<file path="src/rtl/sequenciador_programa_pkg.sv">
// Shared opcodes, sequencer state encoding and instruction field helpers.
// Instruction format IIIXXXYYY: opcode [8:6], destination X [5:3], source Y [2:0].
package sequenciador_pkg;

  localparam logic [2:0] OP_MV   = 3'b000;
  localparam logic [2:0] OP_MVI  = 3'b001;
  localparam logic [2:0] OP_ADD  = 3'b010;
  localparam logic [2:0] OP_SUB  = 3'b011;
  localparam logic [2:0] OP_HALT = 3'b111;

  typedef enum logic [2:0] {
    OCIOSO = 3'd0,
    BUSCA  = 3'd1,
    ESPERA = 3'd2,
    PARADO = 3'd3,
    ERRO   = 3'd4
  } estado_t;

  function automatic logic [2:0] campo_op(input logic [15:0] palavra);
    return palavra[8:6];
  endfunction

  function automatic logic [2:0] campo_x(input logic [15:0] palavra);
    return palavra[5:3];
  endfunction

  function automatic logic [2:0] campo_y(input logic [15:0] palavra);
    return palavra[2:0];
  endfunction

endpackage

</file>
<file path="src/rtl/sequenciador_programa_memoria.sv">
// Program memory: one synchronous write port, two combinational read ports (Pc and Pc+1).
// Zero-latency reads, writes land on the next rising edge; no backpressure.
module memoria_programa
  import sequenciador_pkg::*;
#(
  parameter int AW = 4
) (
  input  logic          core_clk,
  input  logic          wr_vld,
  input  logic [AW-1:0] wr_addr,
  input  logic [15:0]   wr_dat,
  input  logic [AW-1:0] rd_addr_a,
  input  logic [AW-1:0] rd_addr_b,
  output logic [15:0]   rd_dat_a,
  output logic [15:0]   rd_dat_b
);

  localparam int DEPTH = 2 ** AW;

  // Contents deliberately survive reset so a program can be re-run after Resetn.
  logic [15:0] mem [DEPTH];

  always_ff @(posedge core_clk) begin
    if (wr_vld) begin
      mem[wr_addr] <= wr_dat;
    end
  end

  assign rd_dat_a = mem[rd_addr_a];
  assign rd_dat_b = mem[rd_addr_b];

endmodule

</file>
<file path="src/rtl/sequenciador_programa.sv">
// Program sequencer: issues one instruction per Run strobe to the processor and waits for Done.
// Run is a one-cycle strobe in BUSCA; ESPERA holds until Done or the timeout expires.
module sequenciador_programa
  import sequenciador_pkg::*;
#(
  parameter int         AW      = 4,
  parameter int         TIMEOUT = 8,
  parameter logic [2:0] HALT_OP = OP_HALT
) (
  input  logic          Clock,
  input  logic          Resetn,
  input  logic          Start,
  input  logic          Prog_we,
  input  logic [AW-1:0] Prog_addr,
  input  logic [15:0]   Prog_data,
  input  logic          Done,
  output logic [15:0]   DIN,
  output logic          Run,
  output logic [AW-1:0] Pc,
  output logic          Busy,
  output logic          Halted,
  output logic          Erro
);

  localparam int            DEPTH   = 2 ** AW;
  localparam logic [AW-1:0] PC_MAX  = AW'(DEPTH - 1);
  localparam logic [AW:0]   FIM_MEM = (AW + 1)'(DEPTH - 1);
  localparam logic [7:0]    CNT_MAX = 8'(TIMEOUT - 1);

  estado_t       estado, estado_prox;
  logic [AW-1:0] pc_q, pc_prox;
  logic [7:0]    cnt_q, cnt_prox;

  logic [AW-1:0] pc_seg;
  logic [15:0]   palavra, palavra_seg;
  logic [2:0]    op_atual;
  logic          eh_mvi, eh_halt, mvi_sem_imediato;
  logic [AW:0]   passo, pc_soma;
  logic          passa_fim;
  logic          wr_vld;

  assign pc_seg = pc_q + 1'b1;

  // Writes are only safe while no program is being fed to the processor.
  assign wr_vld = Prog_we && (estado != BUSCA) && (estado != ESPERA);

  memoria_programa #(.AW(AW)) u_mem (
    .core_clk  (Clock),
    .wr_vld    (wr_vld),
    .wr_addr   (Prog_addr),
    .wr_dat    (Prog_data),
    .rd_addr_a (pc_q),
    .rd_addr_b (pc_seg),
    .rd_dat_a  (palavra),
    .rd_dat_b  (palavra_seg)
  );

  assign op_atual         = campo_op(palavra);
  assign eh_mvi           = (op_atual == OP_MVI);
  assign eh_halt          = (op_atual == HALT_OP);
  assign mvi_sem_imediato = eh_mvi && (pc_q == PC_MAX);

  // End of memory is checked one bit wider so Pc never wraps.
  assign passo     = eh_mvi ? (AW + 1)'(2) : (AW + 1)'(1);
  assign pc_soma   = {1'b0, pc_q} + passo;
  assign passa_fim = (pc_soma > FIM_MEM);

  always_ff @(posedge Clock or negedge Resetn) begin
    if (!Resetn) begin
      estado <= OCIOSO;
      pc_q   <= '0;
      cnt_q  <= '0;
    end else begin
      estado <= estado_prox;
      pc_q   <= pc_prox;
      cnt_q  <= cnt_prox;
    end
  end

  always_comb begin
    estado_prox = estado;
    pc_prox     = pc_q;
    cnt_prox    = cnt_q;
    case (estado)
      OCIOSO, PARADO, ERRO: begin
        if (Start) begin
          pc_prox     = '0;
          cnt_prox    = '0;
          estado_prox = BUSCA;
        end
      end
      BUSCA: begin
        if (eh_halt) begin
          estado_prox = PARADO;
        end else if (mvi_sem_imediato) begin
          estado_prox = ERRO;
        end else begin
          cnt_prox    = '0;
          estado_prox = ESPERA;
        end
      end
      ESPERA: begin
        if (Done) begin
          if (passa_fim) begin
            estado_prox = PARADO;
          end else begin
            pc_prox     = pc_soma[AW-1:0];
            estado_prox = BUSCA;
          end
        end else if (cnt_q == CNT_MAX) begin
          estado_prox = ERRO;
        end else begin
          cnt_prox = cnt_q + 8'd1;
        end
      end
      default: estado_prox = OCIOSO;
    endcase
  end

  // Moore decodes; in ESPERA of an mvi the processor reads the immediate word.
  always_comb begin
    Run    = 1'b0;
    Busy   = 1'b0;
    Halted = 1'b0;
    Erro   = 1'b0;
    DIN    = palavra;
    case (estado)
      BUSCA: begin
        Busy = 1'b1;
        Run  = !eh_halt && !mvi_sem_imediato;
      end
      ESPERA: begin
        Busy = 1'b1;
        if (eh_mvi) begin
          DIN = palavra_seg;
        end
      end
      PARADO:  Halted = 1'b1;
      ERRO:    Erro   = 1'b1;
      default: ;
    endcase
  end

  assign Pc = pc_q;

endmodule

</file>
<file path="config.mk">
export PLATFORM = sky130hd
export DESIGN_NAME = sequenciador_programa
export DESIGN_NICKNAME = d
export VERILOG_FILES = /design/src/rtl/sequenciador_programa_pkg.sv /design/src/rtl/sequenciador_programa_memoria.sv /design/src/rtl/sequenciador_programa.sv
export SDC_FILE = /design/constraint.sdc
export NUM_CORES = 1
export LEC_CHECK = 0
export ABC_AREA = 1
export BUFFER_PORTS_ARGS = -buffer_cell sky130_fd_sc_hd__buf_2
export CORE_ASPECT_RATIO = 1.2
export CORE_MARGIN = 8
export CORE_UTILIZATION = 30
export CTS_CLUSTER_SIZE = 40
export DETAILED_ROUTE_END_ITERATION = 6
export HOLD_SLACK_MARGIN = 0.1
export PLACE_DENSITY = 0.48
export SLEW_MARGIN = 10
export SYNTH_ARGS = -nofsm -noshare
export SYNTH_HDL_FRONTEND = slang
export SYNTH_SLANG_ARGS = --single-unit
</file>
<file path="constraint.sdc">
create_clock -name Clock -period 4.25 [get_ports Clock]
set_clock_uncertainty 0.1 [all_clocks]
set_input_delay 0.85 -clock Clock [delete_from_list [all_inputs] [get_ports Clock]]
set_output_delay 0.85 -clock Clock [all_outputs]
set_load 0.02 [all_outputs]
</file>
==> report_table.html <==
<table>
<tr><th>Metric</th><th>Value</th></tr>
<tr><th colspan="2">Power</th></tr>
<tr><td>Peak supply drop</td><td>298.9 uV</td></tr>
<tr><td>Tot Pwr</td><td>0.009461 W</td></tr>
<tr><td>Leak Pwr</td><td>5.786 nW</td></tr>
<tr><td>Power density cells</td><td>601.5 mW/mm^2</td></tr>
<tr><th colspan="2">Finish</th></tr>
<tr><td>Final net count</td><td>1,547</td></tr>
<tr><td>Most frequent cells in the layout</td><td>sky130_fd_sc_hd__o21ai_0, sky130_fd_sc_hd__edfxtp_1, sky130_fd_sc_hd__nand2_1</td></tr>
<tr><td>Sequential cell area</td><td>0.008070 mm^2</td></tr>
<tr><td>Most frequent standard cell in the layout excluding fill and tap cells</td><td>sky130_fd_sc_hd__o21ai_0</td></tr>
<tr><td># fillers</td><td>4,656</td></tr>
<tr><td>Number of antenna repair diodes</td><td>0</td></tr>
<tr><td>Multi-input gate area in the final layout</td><td>0.004786 mm^2</td></tr>
<tr><td>Share of final-layout standard cells stronger than drive strength 1</td><td>11.96%</td></tr>
<tr><td>Layout Area Growth over Synthesis</td><td>13.52%</td></tr>
<tr><th colspan="2">Clock network</th></tr>
<tr><td>Number of buffers created by CTS</td><td>29</td></tr>
<tr><td>Bufs on Longest Clock Path</td><td>3</td></tr>
<tr><td>Sinks on Clock Net</td><td>271</td></tr>
<tr><td>TritonCTS clock tree</td><td>built</td></tr>
<tr><td>CTS H-Tree Depth</td><td>1</td></tr>
<tr><td>Clock-pin transition on the worst setup and hold timing paths</td><td>0.06 ns</td></tr>
<tr><td>Clock latency on the worst-skew pair</td><td>0.56 ns</td></tr>
<tr><td>CTS Root Cell</td><td>sky130_fd_sc_hd__clkbuf_16</td></tr>
<tr><th colspan="2">Logic synthesis</th></tr>
<tr><td>Fraction of the mapped netlist area in compound gates</td><td>19.34%</td></tr>
<tr><td>Count of different cell masters after synthesis</td><td>35</td></tr>
<tr><td>Net count of the mapped netlist</td><td>1,520</td></tr>
<tr><td>Sequential area share after synthesis</td><td>58.19%</td></tr>
<tr><td>Mapped Cells</td><td>1,490</td></tr>
<tr><td>Synthesized-area fraction occupied by xor and xnor cells</td><td>0.2528%</td></tr>
<tr><td>Area of the mapped netlist</td><td>0.01386 mm^2</td></tr>
<tr><td>Main combinational cell family by area after synthesis</td><td>compound AO/OA/AOI/OAI gates</td></tr>
<tr><td>Count of warnings emitted by yosys</td><td>0</td></tr>
<tr><td>Post-synthesis register bit count</td><td>271</td></tr>
<tr><td>Avg Cell Area, Syn</td><td>9.300 um^2</td></tr>
<tr><td>Simple-Gate Fraction of Synth Area</td><td>13.99%</td></tr>
<tr><td>Mux contribution to synthesized area</td><td>0%</td></tr>
<tr><td>Adder-cell share of the synthesized area</td><td>0.5056%</td></tr>
<tr><th colspan="2">STA</th></tr>
<tr><td>Final number of setup-violating endpoints</td><td>0</td></tr>
<tr><td>Final total negative setup slack</td><td>0 ns</td></tr>
<tr><td>Smallest hold slack</td><td>0.4119 ns</td></tr>
<tr><td>Timing-limited maximum frequency</td><td>250.2 MHz</td></tr>
<tr><td>RSZ-0062 raised after global routing</td><td>no</td></tr>
<tr><td>Rel. slew slack</td><td>53.43%</td></tr>
<tr><td>Share of the clock period used by the worst path after layout</td><td>94.04%</td></tr>
<tr><td>Final-report hold violation count</td><td>0</td></tr>
<tr><td>Actual transition at the worst max-transition pin</td><td>0.6975 ns</td></tr>
<tr><td>Shortest clock period the worst path allows after layout</td><td>3.997 ns</td></tr>
<tr><td>Final Slew Violations</td><td>0</td></tr>
<tr><td>Final critical-path setup slack</td><td>0.2532 ns</td></tr>
<tr><th colspan="2">Floorplanning</th></tr>
<tr><td>Die area</td><td>0.05335 mm^2</td></tr>
<tr><td>Boundary pin count</td><td>49</td></tr>
<tr><td>Height of the chip</td><td>251.4 um</td></tr>
<tr><td>Width of the chip</td><td>212.2 um</td></tr>
<tr><td>Row cnt</td><td>86</td></tr>
<tr><td>Effective utilization at floorplan</td><td>30.30%</td></tr>
<tr><td>Core ar.</td><td>0.04573 mm^2</td></tr>
<tr><th colspan="2">GRT</th></tr>
<tr><td>Global-route wire length before repair</td><td>64,770 um</td></tr>
<tr><td>Maximum number of pins on one net before global-route repair</td><td>90</td></tr>
<tr><td>Global-route total usage across every layer</td><td>15.86%</td></tr>
<tr><td>Aggregate global routing overflow</td><td>0</td></tr>
<tr><td>Vias in the first global route</td><td>10,792</td></tr>
<tr><td>Antenna violations before repair</td><td>1</td></tr>
<tr><th colspan="2">Flow run</th></tr>
<tr><td>Max-capacitance violation count</td><td>0</td></tr>
<tr><th colspan="2">Critical path</th></tr>
<tr><td>Worst setup path class</td><td>flip-flop to output pin</td></tr>
<tr><td>Maximum fanout encountered on the critical timing path</td><td>20</td></tr>
<tr><td>R2r endpoint</td><td>Pc[3]</td></tr>
<tr><td>Worst Setup SP</td><td>Pc[1]</td></tr>
<tr><td>Flop-to-flop setup slack</td><td>0.75 ns</td></tr>
<tr><td>Nature of the critical path startpoint</td><td>flip-flop</td></tr>
<tr><td>Worst reg-to-reg path cell count</td><td>19</td></tr>
<tr><td>Endpoint type of the worst setup path</td><td>output pin</td></tr>
<tr><td>Critical Path End</td><td>DIN[12]</td></tr>
<tr><td>CP arrival</td><td>3.05 ns</td></tr>
<tr><td>Launch instance of the worst register-to-register path</td><td>Pc[1]</td></tr>
<tr><td>Endpoint required time on the critical path</td><td>3.30 ns</td></tr>
<tr><th colspan="2">Routing</th></tr>
<tr><td>Total iterations of the first detailed-routing run</td><td>5</td></tr>
<tr><td>Detailed-route wire length</td><td>42,860 um</td></tr>
<tr><td>Vias after detailed routing</td><td>11,001</td></tr>
<tr><td>Detailed-route DRC error count</td><td>0</td></tr>
<tr><td>Drt wl/cell</td><td>19.90 um</td></tr>
<tr><td>Detailed router's first-iteration violation count</td><td>810</td></tr>
<tr><td>Number of vias per cell</td><td>5.107</td></tr>
<tr><td>Count of nets left with antenna violations after detail routing</td><td>0</td></tr>
<tr><th colspan="2">Place</th></tr>
<tr><td>Input/output buffers</td><td>48</td></tr>
<tr><td>Post-place setup slack</td><td>0.5799 ns</td></tr>
<tr><td>Global placer's final weighted congestion</td><td>0.7711</td></tr>
<tr><td>Detailed-placement wirelength estimate</td><td>25,310 um</td></tr>
<tr><th colspan="2">Hold path</th></tr>
<tr><td>Path category of the worst min-delay check</td><td>flip-flop to flip-flop</td></tr>
<tr><th colspan="2">Run status</th></tr>
<tr><td>Result of the run</td><td>finished, final reports clean</td></tr>
</table>
-- synthesized netlist by cell type --
cell                       count  area share [%]
sky130_fd_sc_hd__o21ai_0     284              10
sky130_fd_sc_hd__edfxtp_1    256              55
sky130_fd_sc_hd__nand2_1     192             5.2
sky130_fd_sc_hd__a21oi_1     156             5.6
sky130_fd_sc_hd__inv_1       139             3.8
sky130_fd_sc_hd__nor2_1      129             3.5
sky130_fd_sc_hd__nand3_1     106             3.8
sky130_fd_sc_hd__buf_2        44             1.6
sky130_fd_sc_hd__clkbuf_1     39             1.1
sky130_fd_sc_hd__o211ai_1     37             2.0
sky130_fd_sc_hd__dfrtp_1      15             2.7
sky130_fd_sc_hd__o22ai_1      12            0.54
sky130_fd_sc_hd__o21ai_1       9            0.33
sky130_fd_sc_hd__inv_2         8            0.22
sky130_fd_sc_hd__buf_6         7            0.57
sky130_fd_sc_hd__a31oi_1       6            0.27
sky130_fd_sc_hd__buf_1         6            0.16
sky130_fd_sc_hd__buf_4         6            0.33
sky130_fd_sc_hd__nor3_1        5            0.18
sky130_fd_sc_hd__ha_1          4            0.36
sky130_fd_sc_hd__nand2_4       4            0.33
sky130_fd_sc_hd__nor2_4        4            0.33
sky130_fd_sc_hd__nand2_2       3            0.14
sky130_fd_sc_hd__nor4_1        3            0.14
sky130_fd_sc_hd__o311ai_0      3            0.19
sky130_fd_sc_hd__xor2_1        3            0.19
sky130_fd_sc_hd__nor2_2        2           0.090
sky130_fd_sc_hd__and3_1        1           0.045
sky130_fd_sc_hd__fa_1          1            0.14
sky130_fd_sc_hd__inv_4         1           0.045
sky130_fd_sc_hd__nand3_2       1           0.072
sky130_fd_sc_hd__nand4_4       1            0.15
sky130_fd_sc_hd__o21a_1        1           0.054
sky130_fd_sc_hd__o32ai_1       1           0.063
sky130_fd_sc_hd__xnor2_1       1           0.063
-- routing by layer --
layer | wire length (um) | GRT usage, % | vias up
met4 | 1733 | 6.977 | 2
li1 | - | - | 5275
met5 | 13 | 0 | -
met1 | 18360 | 20.10 | 5332
met2 | 20420 | 26.63 | 303
met3 | 2332 | 2.247 | 89
-- repair_timing --
item	in CTS	in global routing
resized for setup	2	8
setup endpoints to repair	8	16
endpoints found under the hold margin	15	0
setup buffers	1	1
pin swaps	0	0
hold buffers	1	0
-- power breakdown --
part | switching (W) | internal, W | leakage [nW]
sequential | 0.0000907 | 0.00302 | 2.51
combinational | 0.00273 | 0.00122 | 2.84
clock | 0.00103 | 0.00136 | 0.440
total | 0.00386 | 0.00560 | 5.79
-- how the worst min path moves through the flow --
stage / startpoint / endpoint / slack (ns) / depth (start not counted)
finish: cnt_q[1] / cnt_q[1] / 0.41 / 2
global route: cnt_q[2] / cnt_q[2] / 0.46 / 2
CTS: cnt_q[1] / cnt_q[1] / 0.41 / 2
detailed placement: cnt_q[1] / cnt_q[1] / 0.40 / 2
global placement: cnt_q[1] / cnt_q[1] / 0.39 / 2
floorplan: cnt_q[1] / cnt_q[1] / 0.37 / 2
-- final cells by class --
cell class	instances	share of cell area, %
flip-flops and latches	271	51.30
multi-input cells	969	30.42
inverters	148	3.651
well taps	616	4.900
clock inverters	17	0.8193
clock buffers	35	4.757
repair buffers	98	4.144
-- state kept, by name, summed over array words and instances, names as in the netlist --
register / count
Pc: 4
cnt_q: 8
estado: 3
u_mem.mem: 256
-- critical path, stage by stage, from the launching register on --
cell	delay (ns)
sky130_fd_sc_hd__dfrtp_4	0.61
sky130_fd_sc_hd__ha_4	0.35
sky130_fd_sc_hd__clkinvlp_4	0.20
sky130_fd_sc_hd__buf_4	0.29
sky130_fd_sc_hd__buf_4	0.19
sky130_fd_sc_hd__o21ai_0	0.08
sky130_fd_sc_hd__o21ai_0	0.12
sky130_fd_sc_hd__o22ai_1	0.19
sky130_fd_sc_hd__nand2_1	0.09
sky130_fd_sc_hd__nand3_1	0.09
sky130_fd_sc_hd__nand2_1	0.08
sky130_fd_sc_hd__buf_2	0.17
-- cell families after synthesis --
group | Yosys count
AO/OA/AOI/OAI | 509
AND/OR/NAND/NOR | 451
flip-flops | 271
buffers and inverters | 250
adder cells (fa/ha/maj) | 5
XOR/XNOR | 4
-- metrics by stage --
stage | area, um^2 | utilization [%] | instances
after global placement | 14790 | 32.35 | 2099
after global routing | 15730 | 34.40 | 2154
after detailed placement | 14790 | 32.35 | 2099
after floorplan | 13860 | - | 1490
final | 15730 | 34.40 | 2154
after CTS | 15700 | 34.33 | 2153
No activity file was read; power rests on OpenSTA's default activity.
